$ cat src/rtl/series_seq_pkg.sv
// Shared definitions for the series evaluation controller.
//   state_t       : controller states
//   CNT_W_DEFAULT : default width of the term counter, n_terms and term_idx
package series_seq_pkg;

  localparam int CNT_W_DEFAULT = 4;

  typedef enum logic [2:0] {
    S_IDLE,
    S_INIT,
    S_MUL,
    S_WAIT,
    S_ACC,
    S_CHECK,
    S_DONE
  } state_t;

endpackage

$ cat src/rtl/term_counter.sv
// Term index counter for the series controller.
// Ports:
//   clk, rst : clock, asynchronous active-low reset
//   clear    : synchronous clear to 0 (takes priority over enable)
//   enable   : advance to the next term
//   n_terms  : latched number of terms
//   idx      : current term index
//   last     : idx is the final term (idx == n_terms-1)
module term_counter #(
  parameter int CNT_W = series_seq_pkg::CNT_W_DEFAULT
) (
  input  logic             clk,
  input  logic             rst,
  input  logic             clear,
  input  logic             enable,
  input  logic [CNT_W-1:0] n_terms,
  output logic [CNT_W-1:0] idx,
  output logic             last
);

  // The compare is one bit wider so that n_terms = 0 never matches a
  // wrapped idx+1.
  assign last = ({1'b0, idx} + {{CNT_W{1'b0}}, 1'b1}) == {1'b0, n_terms};

  // NOTE: sequential state is updated with non-blocking assignments so every
  // flop samples the pre-edge values, independent of block ordering.
  always_ff @(posedge clk or negedge rst) begin
    if (!rst) begin
      idx <= '0;
    end else if (clear) begin
      idx <= '0;
    end else if (enable && !last) begin
      // Holding at the last term keeps the counter from wrapping.
      idx <= idx + {{(CNT_W-1){1'b0}}, 1'b1};
    end
  end

endmodule

$ cat src/rtl/series_seq_controller.sv
// Control FSM for a power-series evaluator (sum of coefficient * x^k terms).
// Ports:
//   clk, rst            : clock, asynchronous active-low reset
//   start               : begin an evaluation (honoured only in IDLE)
//   abort               : cancel a running evaluation, back to IDLE
//   n_terms             : number of terms, latched at start
//   mode_vld, alt_sign  : explicit sign mode at start, else ALT_DEFAULT
//   mul_done            : datapath multiply complete (pulse)
//   lt_comp             : current term magnitude below epsilon
//   xld, rinit, tinit   : load x, clear result, preset term to 1
//   mul_go              : multiply launch pulse
//   tld, rld            : load term register, load result register
//   add_sub             : 0 = r+t, 1 = r-t
//   term_idx            : coefficient ROM address
//   ready, done         : idle indicator, completion pulse
module series_seq_controller
  import series_seq_pkg::*;
#(
  parameter int   CNT_W       = CNT_W_DEFAULT,
  parameter logic ALT_DEFAULT = 1'b1
) (
  input  logic             clk,
  input  logic             rst,
  input  logic             start,
  input  logic             abort,
  input  logic [CNT_W-1:0] n_terms,
  input  logic             mode_vld,
  input  logic             alt_sign,
  input  logic             mul_done,
  input  logic             lt_comp,
  output logic             xld,
  output logic             rinit,
  output logic             tinit,
  output logic             mul_go,
  output logic             tld,
  output logic             rld,
  output logic             add_sub,
  output logic [CNT_W-1:0] term_idx,
  output logic             ready,
  output logic             done
);

  state_t           state, state_nxt;
  logic [CNT_W-1:0] n_lat;
  logic             alt_lat;
  logic             last;
  logic             cnt_clear, cnt_enable;

  term_counter #(.CNT_W(CNT_W)) u_term_counter (
    .clk     (clk),
    .rst     (rst),
    .clear   (cnt_clear),
    .enable  (cnt_enable),
    .n_terms (n_lat),
    .idx     (term_idx),
    .last    (last)
  );

  // NOTE: state_nxt gets a default before the case so every path assigns it
  // and no latch is inferred.
  always_comb begin
    state_nxt = state;
    if (abort && state != S_IDLE) begin
      state_nxt = S_IDLE;
    end else begin
      case (state)
        S_IDLE:  if (start) state_nxt = S_INIT;
        S_INIT:  state_nxt = (n_lat == '0) ? S_DONE : S_MUL;
        S_MUL:   state_nxt = S_WAIT;
        S_WAIT:  if (mul_done) state_nxt = S_ACC;
        S_ACC:   state_nxt = S_CHECK;
        S_CHECK: state_nxt = (lt_comp || last) ? S_DONE : S_MUL;
        S_DONE:  state_nxt = S_IDLE;
        default: state_nxt = S_IDLE;
      endcase
    end
  end

  assign cnt_clear  = (state == S_INIT);
  assign cnt_enable = (state == S_CHECK) && (state_nxt == S_MUL);

  always_ff @(posedge clk or negedge rst) begin
    if (!rst) begin
      state   <= S_IDLE;
      n_lat   <= '0;
      alt_lat <= ALT_DEFAULT;
    end else begin
      state <= state_nxt;
      // Operands are captured once so later input changes cannot disturb
      // an evaluation in flight.
      if (state == S_IDLE && start) begin
        n_lat   <= n_terms;
        alt_lat <= mode_vld ? alt_sign : ALT_DEFAULT;
      end
    end
  end

  // Moore outputs decoded from the state register; tld alone follows
  // mul_done so the term register captures the product in the same cycle.
  assign ready   = (state == S_IDLE);
  assign xld     = (state == S_INIT);
  assign rinit   = (state == S_INIT);
  assign tinit   = (state == S_INIT);
  assign mul_go  = (state == S_MUL);
  assign tld     = (state == S_WAIT) && mul_done;
  assign rld     = (state == S_ACC);
  assign add_sub = (state == S_ACC) && alt_lat && term_idx[0];
  assign done    = (state == S_DONE);

endmodule

$ cat config.mk
export PLATFORM = sky130hd
export DESIGN_NAME = series_seq_controller
export DESIGN_NICKNAME = d
export VERILOG_FILES = /design/src/rtl/series_seq_pkg.sv /design/src/rtl/term_counter.sv /design/src/rtl/series_seq_controller.sv
export SDC_FILE = /design/constraint.sdc
export NUM_CORES = 1
export LEC_CHECK = 0
export ABC_AREA = 1
export CAP_MARGIN = 10
export CELL_PAD_IN_SITES_DETAIL_PLACEMENT = 1
export CELL_PAD_IN_SITES_GLOBAL_PLACEMENT = 1
export CORE_MARGIN = 2
export CORE_UTILIZATION = 28
export DETAILED_ROUTE_END_ITERATION = 6
export PLACE_DENSITY_LB_ADDON = 0.05
export SYNTH_ARGS = -nofsm -noshare
export SYNTH_HDL_FRONTEND = slang
export SYNTH_SLANG_ARGS = --single-unit
$ cat constraint.sdc
create_clock -name clk -period 1.4 [get_ports clk]
set_input_delay 0.21 -clock clk [delete_from_list [all_inputs] [get_ports clk]]
set_output_delay 0.21 -clock clk [all_outputs]
set_load 0.005 [all_outputs]
==> results.sh, run 1 <==
export IMPL_netlist_area_um2=769
export IMPL_final_nets=183
export IMPL_synthDistinctLibCells=17
export IMPL_gp_congestion=0.749
export IMPL_wl_per_cell_um=13.6
export IMPL_grt_pass1_vias=966
export IMPL_pre_cts_slack_ns=-0.237
export IMPL_grt_met2_usage=0.341
export IMPL_synth_cells=111
export IMPL_num_vias=921
export IMPL_drive_gt1_frac=0.497
export IMPL_synth_area_per_cell_um2=6.93
export IMPL_hold_viol=0
export IMPL_worstSetupPathType="register to register"
export IMPL_ys_flop_type="dfrtp_1"
export IMPL_grt_max_degree=13
export IMPL_viasPerCell=4.61
export IMPL_hold_path_class="input pin to async pin"
export IMPL_ioPinCount=25
export IMPL_grt_pass1_wl_mm=4.47
export IMPL_synth_commonest_cells="32 x nand2_1, 15 x inv_1, 14 x nand3_1"
export IMPL_stdcell_count=200
export IMPL_area_growth_pct=82.0
export IMPL_yosysTopAreaCellShare=0.358
export IMPL_fin_crit_sh=1.16
export IMPL_p_leak_nw=0.728
export IMPL_die_height_um=56.4
export IMPL_crit_required_ns=1.62
export IMPL_end_kind="register"
export IMPL_antenna_found_initial=0
export IMPL_setup_violations=10
export IMPL_place_inst=183
export IMPL_die_x_um=56.4
export IMPL_cts_root_buf="clkbuf_4"
export IMPL_period_minus_slack_ns=1.63
export IMPL_yosysWarnings=0
export IMPL_r2r_slack_ns=-0.23
export IMPL_grt_ovfl_total=0
export IMPL_rsz0062_at_grt="yes"
export IMPL_layout_setup_ws_ns=-0.230
export IMPL_tightestPinTransition_ns=0.188
export IMPL_power_density_nw_per_um2=1850
export IMPL_synth_nets=124
export IMPL_reg2regPathDepth=13
export IMPL_start_util=0.286
export IMPL_drc=0
export IMPL_die_area_um2=3180
export IMPL_clock_sinks=12
export IMPL_grt_usage=0.181
export IMPL_r2r_end="u_term_counter.idx[0]"
export IMPL_path_clk_slew_ns=0.09
export IMPL_yosysSeqAreaShare=0.392
export IMPL_vdd_ir_drop_worst_mv=0.939
export IMPL_met1_usage=0.218
export IMPL_cp_startpoint="u_term_counter.idx[0]"
export IMPL_skew_ns=0.00466
export IMPL_cap_violations=0
export IMPL_dr_pass1_iters=4
export IMPL_cts_tree="done"
export IMPL_relSlewSlack=0.874
export IMPL_fmax_ghz=0.614
export IMPL_path_max_fanout=6
export IMPL_num_antenna_cells=0
export IMPL_use_met3=0.0207
export IMPL_fp_coreArea_um2=2690
export IMPL_yosysMostFrequentCell="nand2_1"
export IMPL_cp_start_kind="register"
export IMPL_top_usage_layer="met2"
export IMPL_synth_top_cells_by_area="dfrtp_1 36%, nand2_1 16%, nand3_1 9.1%"
export IMPL_synth_edf_count=0
export IMPL_synthArstFlopShare=1.00
export IMPL_routed_wl_mm=2.72
export IMPL_slew_violations=0
export IMPL_drtIter0Drc=15
export IMPL_cts_made_buffers=3
export IMPL_power_total_mw=2.59
export IMPL_num_rows=19
export IMPL_port_buffers=24
export IMPL_yosys_register_bits=12
export IMPL_yosysTopAreaCell="dfrtp_1"
export IMPL_violations="negative setup slack"
export IMPL_cts_max_level=1
export IMPL_r2r_start="u_term_counter.idx[0]"
export IMPL_clock_latency_ns=0.28
export IMPL_ant_nets=0
export IMPL_cts_buffer_depth=2
export IMPL_hpwlAfterDp_mm=1.94
export IMPL_cp_arrival_ns=1.85
export IMPL_cp_endpoint="u_term_counter.idx[0]"
export IMPL_status="finished, violations left"
[cell families (layout without fill, tap and decap cells)]
| logic type | count (synthesis) | after routing | share of synthesized area |
|---|---|---|---|
| buffers and inverters | 24 | 82 | 0.127 |
| AO/OA/AOI/OAI | 6 | 6 | 0.0390 |
| adder cells (fa/ha/maj) | 1 | 1 | 0.0163 |
| AND/OR/NAND/NOR | 68 | 68 | 0.426 |
| flip-flops | 12 | 12 | 0.392 |
[repair_timing]
action                                  4_1_cts  5_1_grt
hold buffers                                  0        0
pin swaps                                     5        4
setup buffers                                10        3
endpoints found under the setup margin       18       16
resized for setup                            57       15
gates cloned                                  0        0
[cell type report]
class / instances / area (um^2)
sequential: 12 / 305
tap: 31 / 38.8
fill: 342 / 1290
clock buffer: 4 / 36.3
timing repair buffer: 56 / 465
multi-input combinational: 75 / 467
inverter: 22 / 87.6
[sequential cells by signal, indices dropped and copies added, names as in the netlist]
name	cells
state	3
n_lat	4
u_term_counter.idx	4
alt_lat	1
[through the flow]
step	util	instance area, um^2	hold WS, ns	setup TNS (ns)
floorplan	-	785	-0.0856	-0.424
global placement	0.443	1190	0.486	-1.11
detailed placement	0.443	1190	0.490	-1.64
CTS	0.494	1330	0.229	-1.50
global route	0.521	1400	0.228	-2.35
finish	0.521	1400	0.235	-1.45
[placed cells by master (no fill, tap or decap), drive strengths merged]
cell type	synthesis	routed
clkdlybuf4s50	0	13
nor2	7	7
buf	2	40
dfrtp	11	11
nand2	36	36
nand4	5	5
clkbuf	0	5
and3b	1	1
inv	22	22
dlygate4sd2	0	2
nor3	4	4
o21ai	6	6
nand3	15	15
dfstp	1	1
ha	1	1
[power breakdown]
part | switching, mW | total [mW] | internal [mW]
Combinational | 0.872 | 1.71 | 0.841
Sequential | 0.0938 | 0.579 | 0.485
Clock | 0.138 | 0.296 | 0.158
[critical path: stages (launching register included)]
cell,delay [ns]
dfrtp_2,0.45
ha_4,0.30
nand2_2,0.05
nand2_2,0.06
nand3_2,0.05
nor2_2,0.10
nand2_1,0.06
nand2_1,0.06
nand2_1,0.06
nand2_2,0.08
nand2_4,0.08
nand2_4,0.09
nand3_2,0.07
nand2_2,0.06
[layer usage]
layer / vias to the layer above / wire length, um
met2: 17 / 1510
met1: 436 / 1130
met3: 0 / 82
li1: 468 / -
met5: - / 0
met4: 0 / 0
[worst min path at each step]
stage	start	end	slack, ns
6_report	rst	u_term_counter.idx[3]	0.23
3_5_place_dp	alt_lat	alt_lat	0.49
2_1_floorplan	rst	n_lat[0]	-0.09
3_3_place_gp	alt_lat	alt_lat	0.49
5_1_grt	rst	u_term_counter.idx[3]	0.23
4_1_cts	rst	u_term_counter.idx[3]	0.23
(Power assumes the default switching activity.)
==> inputs of run 2 (changes only) <==
--- a/config.mk
+++ b/config.mk
@@ -10,7 +10,9 @@
 export CELL_PAD_IN_SITES_DETAIL_PLACEMENT = 1
 export CELL_PAD_IN_SITES_GLOBAL_PLACEMENT = 1
 export CORE_MARGIN = 2
-export CORE_UTILIZATION = 28
+export CORE_UTILIZATION = 29
+export CTS_BUF_LIST = sky130_fd_sc_hd__clkbuf_2 sky130_fd_sc_hd__clkbuf_4 sky130_fd_sc_hd__clkbuf_8
+export CTS_CLUSTER_SIZE = 8
 export DETAILED_ROUTE_END_ITERATION = 6
 export PLACE_DENSITY_LB_ADDON = 0.05
 export SYNTH_ARGS = -nofsm -noshare
==> results.sh, run 2 (same netlist as run 1, synthesis figures left out) <==
export IMPL_crit_required_ns=1.59
export IMPL_period_minus_slack_ns=1.68
export IMPL_drtIter0Drc=10
export IMPL_end_kind="register"
export IMPL_cp_start_kind="register"
export IMPL_routed_wl_mm=3.53
export IMPL_relSlewSlack=0.862
export IMPL_top_usage_layer="met2"
export IMPL_die_area_um2=3080
export IMPL_place_inst=182
export IMPL_dr_pass1_iters=4
export IMPL_path_clk_slew_ns=0.10
export IMPL_tightestPinTransition_ns=0.207
export IMPL_drc=0
export IMPL_hold_viol=0
export IMPL_hold_path_class="input pin to async pin"
export IMPL_cp_arrival_ns=1.86
export IMPL_slew_violations=0
export IMPL_grt_met2_usage=0.372
export IMPL_drive_gt1_frac=0.555
export IMPL_met1_usage=0.231
export IMPL_status="finished, violations left"
export IMPL_path_max_fanout=6
export IMPL_worstSetupPathType="register to register"
export IMPL_cts_max_level=1
export IMPL_layout_common_cells="22 x nand2_1, 19 x buf_6, 17 x buf_4"
export IMPL_fmax_ghz=0.596
export IMPL_num_rows=18
export IMPL_port_buffers=24
export IMPL_num_vias=1000
export IMPL_die_height_um=55.5
export IMPL_final_nets=187
export IMPL_rsz0062_at_grt="yes"
export IMPL_final_common_cell="nand2_1"
export IMPL_seqCellArea_um2=307
export IMPL_nFillCells=302
export IMPL_final_setup_tns_ns=-2.64
export IMPL_stdcell_count=203
export IMPL_clock_latency_ns=0.30
export IMPL_reg_top3="n_lat x4, u_term_counter.idx x4, state x3"
export IMPL_layout_setup_ws_ns=-0.277
export IMPL_power_density_nw_per_um2=2140
export IMPL_skew_ns=0.00795
export IMPL_cts_tree="done"
export IMPL_grt_max_degree=13
export IMPL_vdd_ir_drop_worst_mv=1.50
export IMPL_fp_coreArea_um2=2500
export IMPL_area_growth_pct=101
export IMPL_grt_pass1_vias=1023
export IMPL_placed_cell_area_um2=1190
export IMPL_wl_per_cell_um=17.4
export IMPL_violations="negative setup slack"
export IMPL_cap_violations=0
export IMPL_setup_violations=19
export IMPL_fin_area_um2=1550
export IMPL_grt_pass1_wl_mm=4.75
export IMPL_use_met3=0.0258
export IMPL_die_x_um=55.5
export IMPL_cts_buffer_depth=2
export IMPL_gp_congestion=0.799
export IMPL_grt_usage=0.201
export IMPL_start_util=0.308
export IMPL_fin_util=0.619
export IMPL_grt_ovfl_total=0
export IMPL_cts_root_buf="clkbuf_4"
export IMPL_num_antenna_cells=0
export IMPL_p_leak_nw=0.796
export IMPL_hpwlAfterDp_mm=2.00
export IMPL_antenna_found_initial=0
export IMPL_ant_nets=0
export IMPL_fin_crit_sh=1.20
export IMPL_clock_sinks=12
export IMPL_ioPinCount=25
export IMPL_multi_input_area_um2=528
export IMPL_viasPerCell=4.93
export IMPL_cts_made_buffers=3
[run 2: worst max-delay path, stage by stage (launching register included)]
cell and delay [ns]:
dfrtp_2 0.47, buf_6 0.15, buf_6 0.12, nand3_4 0.09, buf_4 0.15, nor2_1 0.07, nor3_2 0.14, nand2_2 0.09
nand2_4 0.10, nand2_4 0.07, nand3_1 0.07, nand2_1 0.05
[run 2: path summary, 6_finish.rpt]
| kind | from | endpoint | slack (ns) | cells after the start |
|---|---|---|---|---|
| min in group clk | n_terms[3] | n_lat[3] | 0.48 | 3 |
| worst max-delay path | state[0] | u_term_counter.idx[0] | -0.28 | 11 |
| worst min register to register | alt_lat | alt_lat | 0.54 | 2 |
| worst max register to register | state[0] | u_term_counter.idx[0] | -0.28 | 11 |
| worst min-delay path | rst | u_term_counter.idx[3] | 0.21 | 2 |
| max in group asynchronous | rst | alt_lat | 0.94 | 2 |
[run 2: area by class of cell]
cell class,count,area share
timing repair buffer,59,0.345
multi-input combinational,75,0.341
sequential,12,0.198
inverter,22,0.0631
tap,30,0.0243
clock buffer,4,0.0235
timing repair inverter,1,0.00485
[run 2: metal layers]
metal  vias to the layer above  part of all wire
met1                       494              0.40
met3                         9             0.022
met5                         -                 0
met2                        21              0.55
met4                         0             0.031
li1                        476                 -
[run 2: repair_timing]
item | in CTS | in global routing
hold endpoints to repair | 0 | 0
resized for setup | 42 | 59
setup endpoints to repair | 18 | 24
cloned | 0 | 1
pin swaps | 3 | 8
hold buffers | 0 | 0
setup buffers | 13 | 7
[run 2: power by group]
part / total [mW] / internal (mW) / switching (mW) / leakage, nW
registers: 0.610 / 0.488 / 0.122 / 0.148
logic: 2.39 / 1.18 / 1.21 / 0.627
clock network: 0.312 / 0.159 / 0.154 / 0.0210
total: 3.31 / 1.83 / 1.48 / 0.796
[run 2: stage by stage]
step	total power [mW]	hold WS, ns	setup WS, ns
after CTS	2.53	0.229	-0.223
after detailed placement	1.88	0.501	-0.210
after global routing	3.49	0.225	-0.356
after global placement	1.84	0.477	-0.221
after floorplan	1.24	-0.0856	-0.107
final	3.31	0.211	-0.277
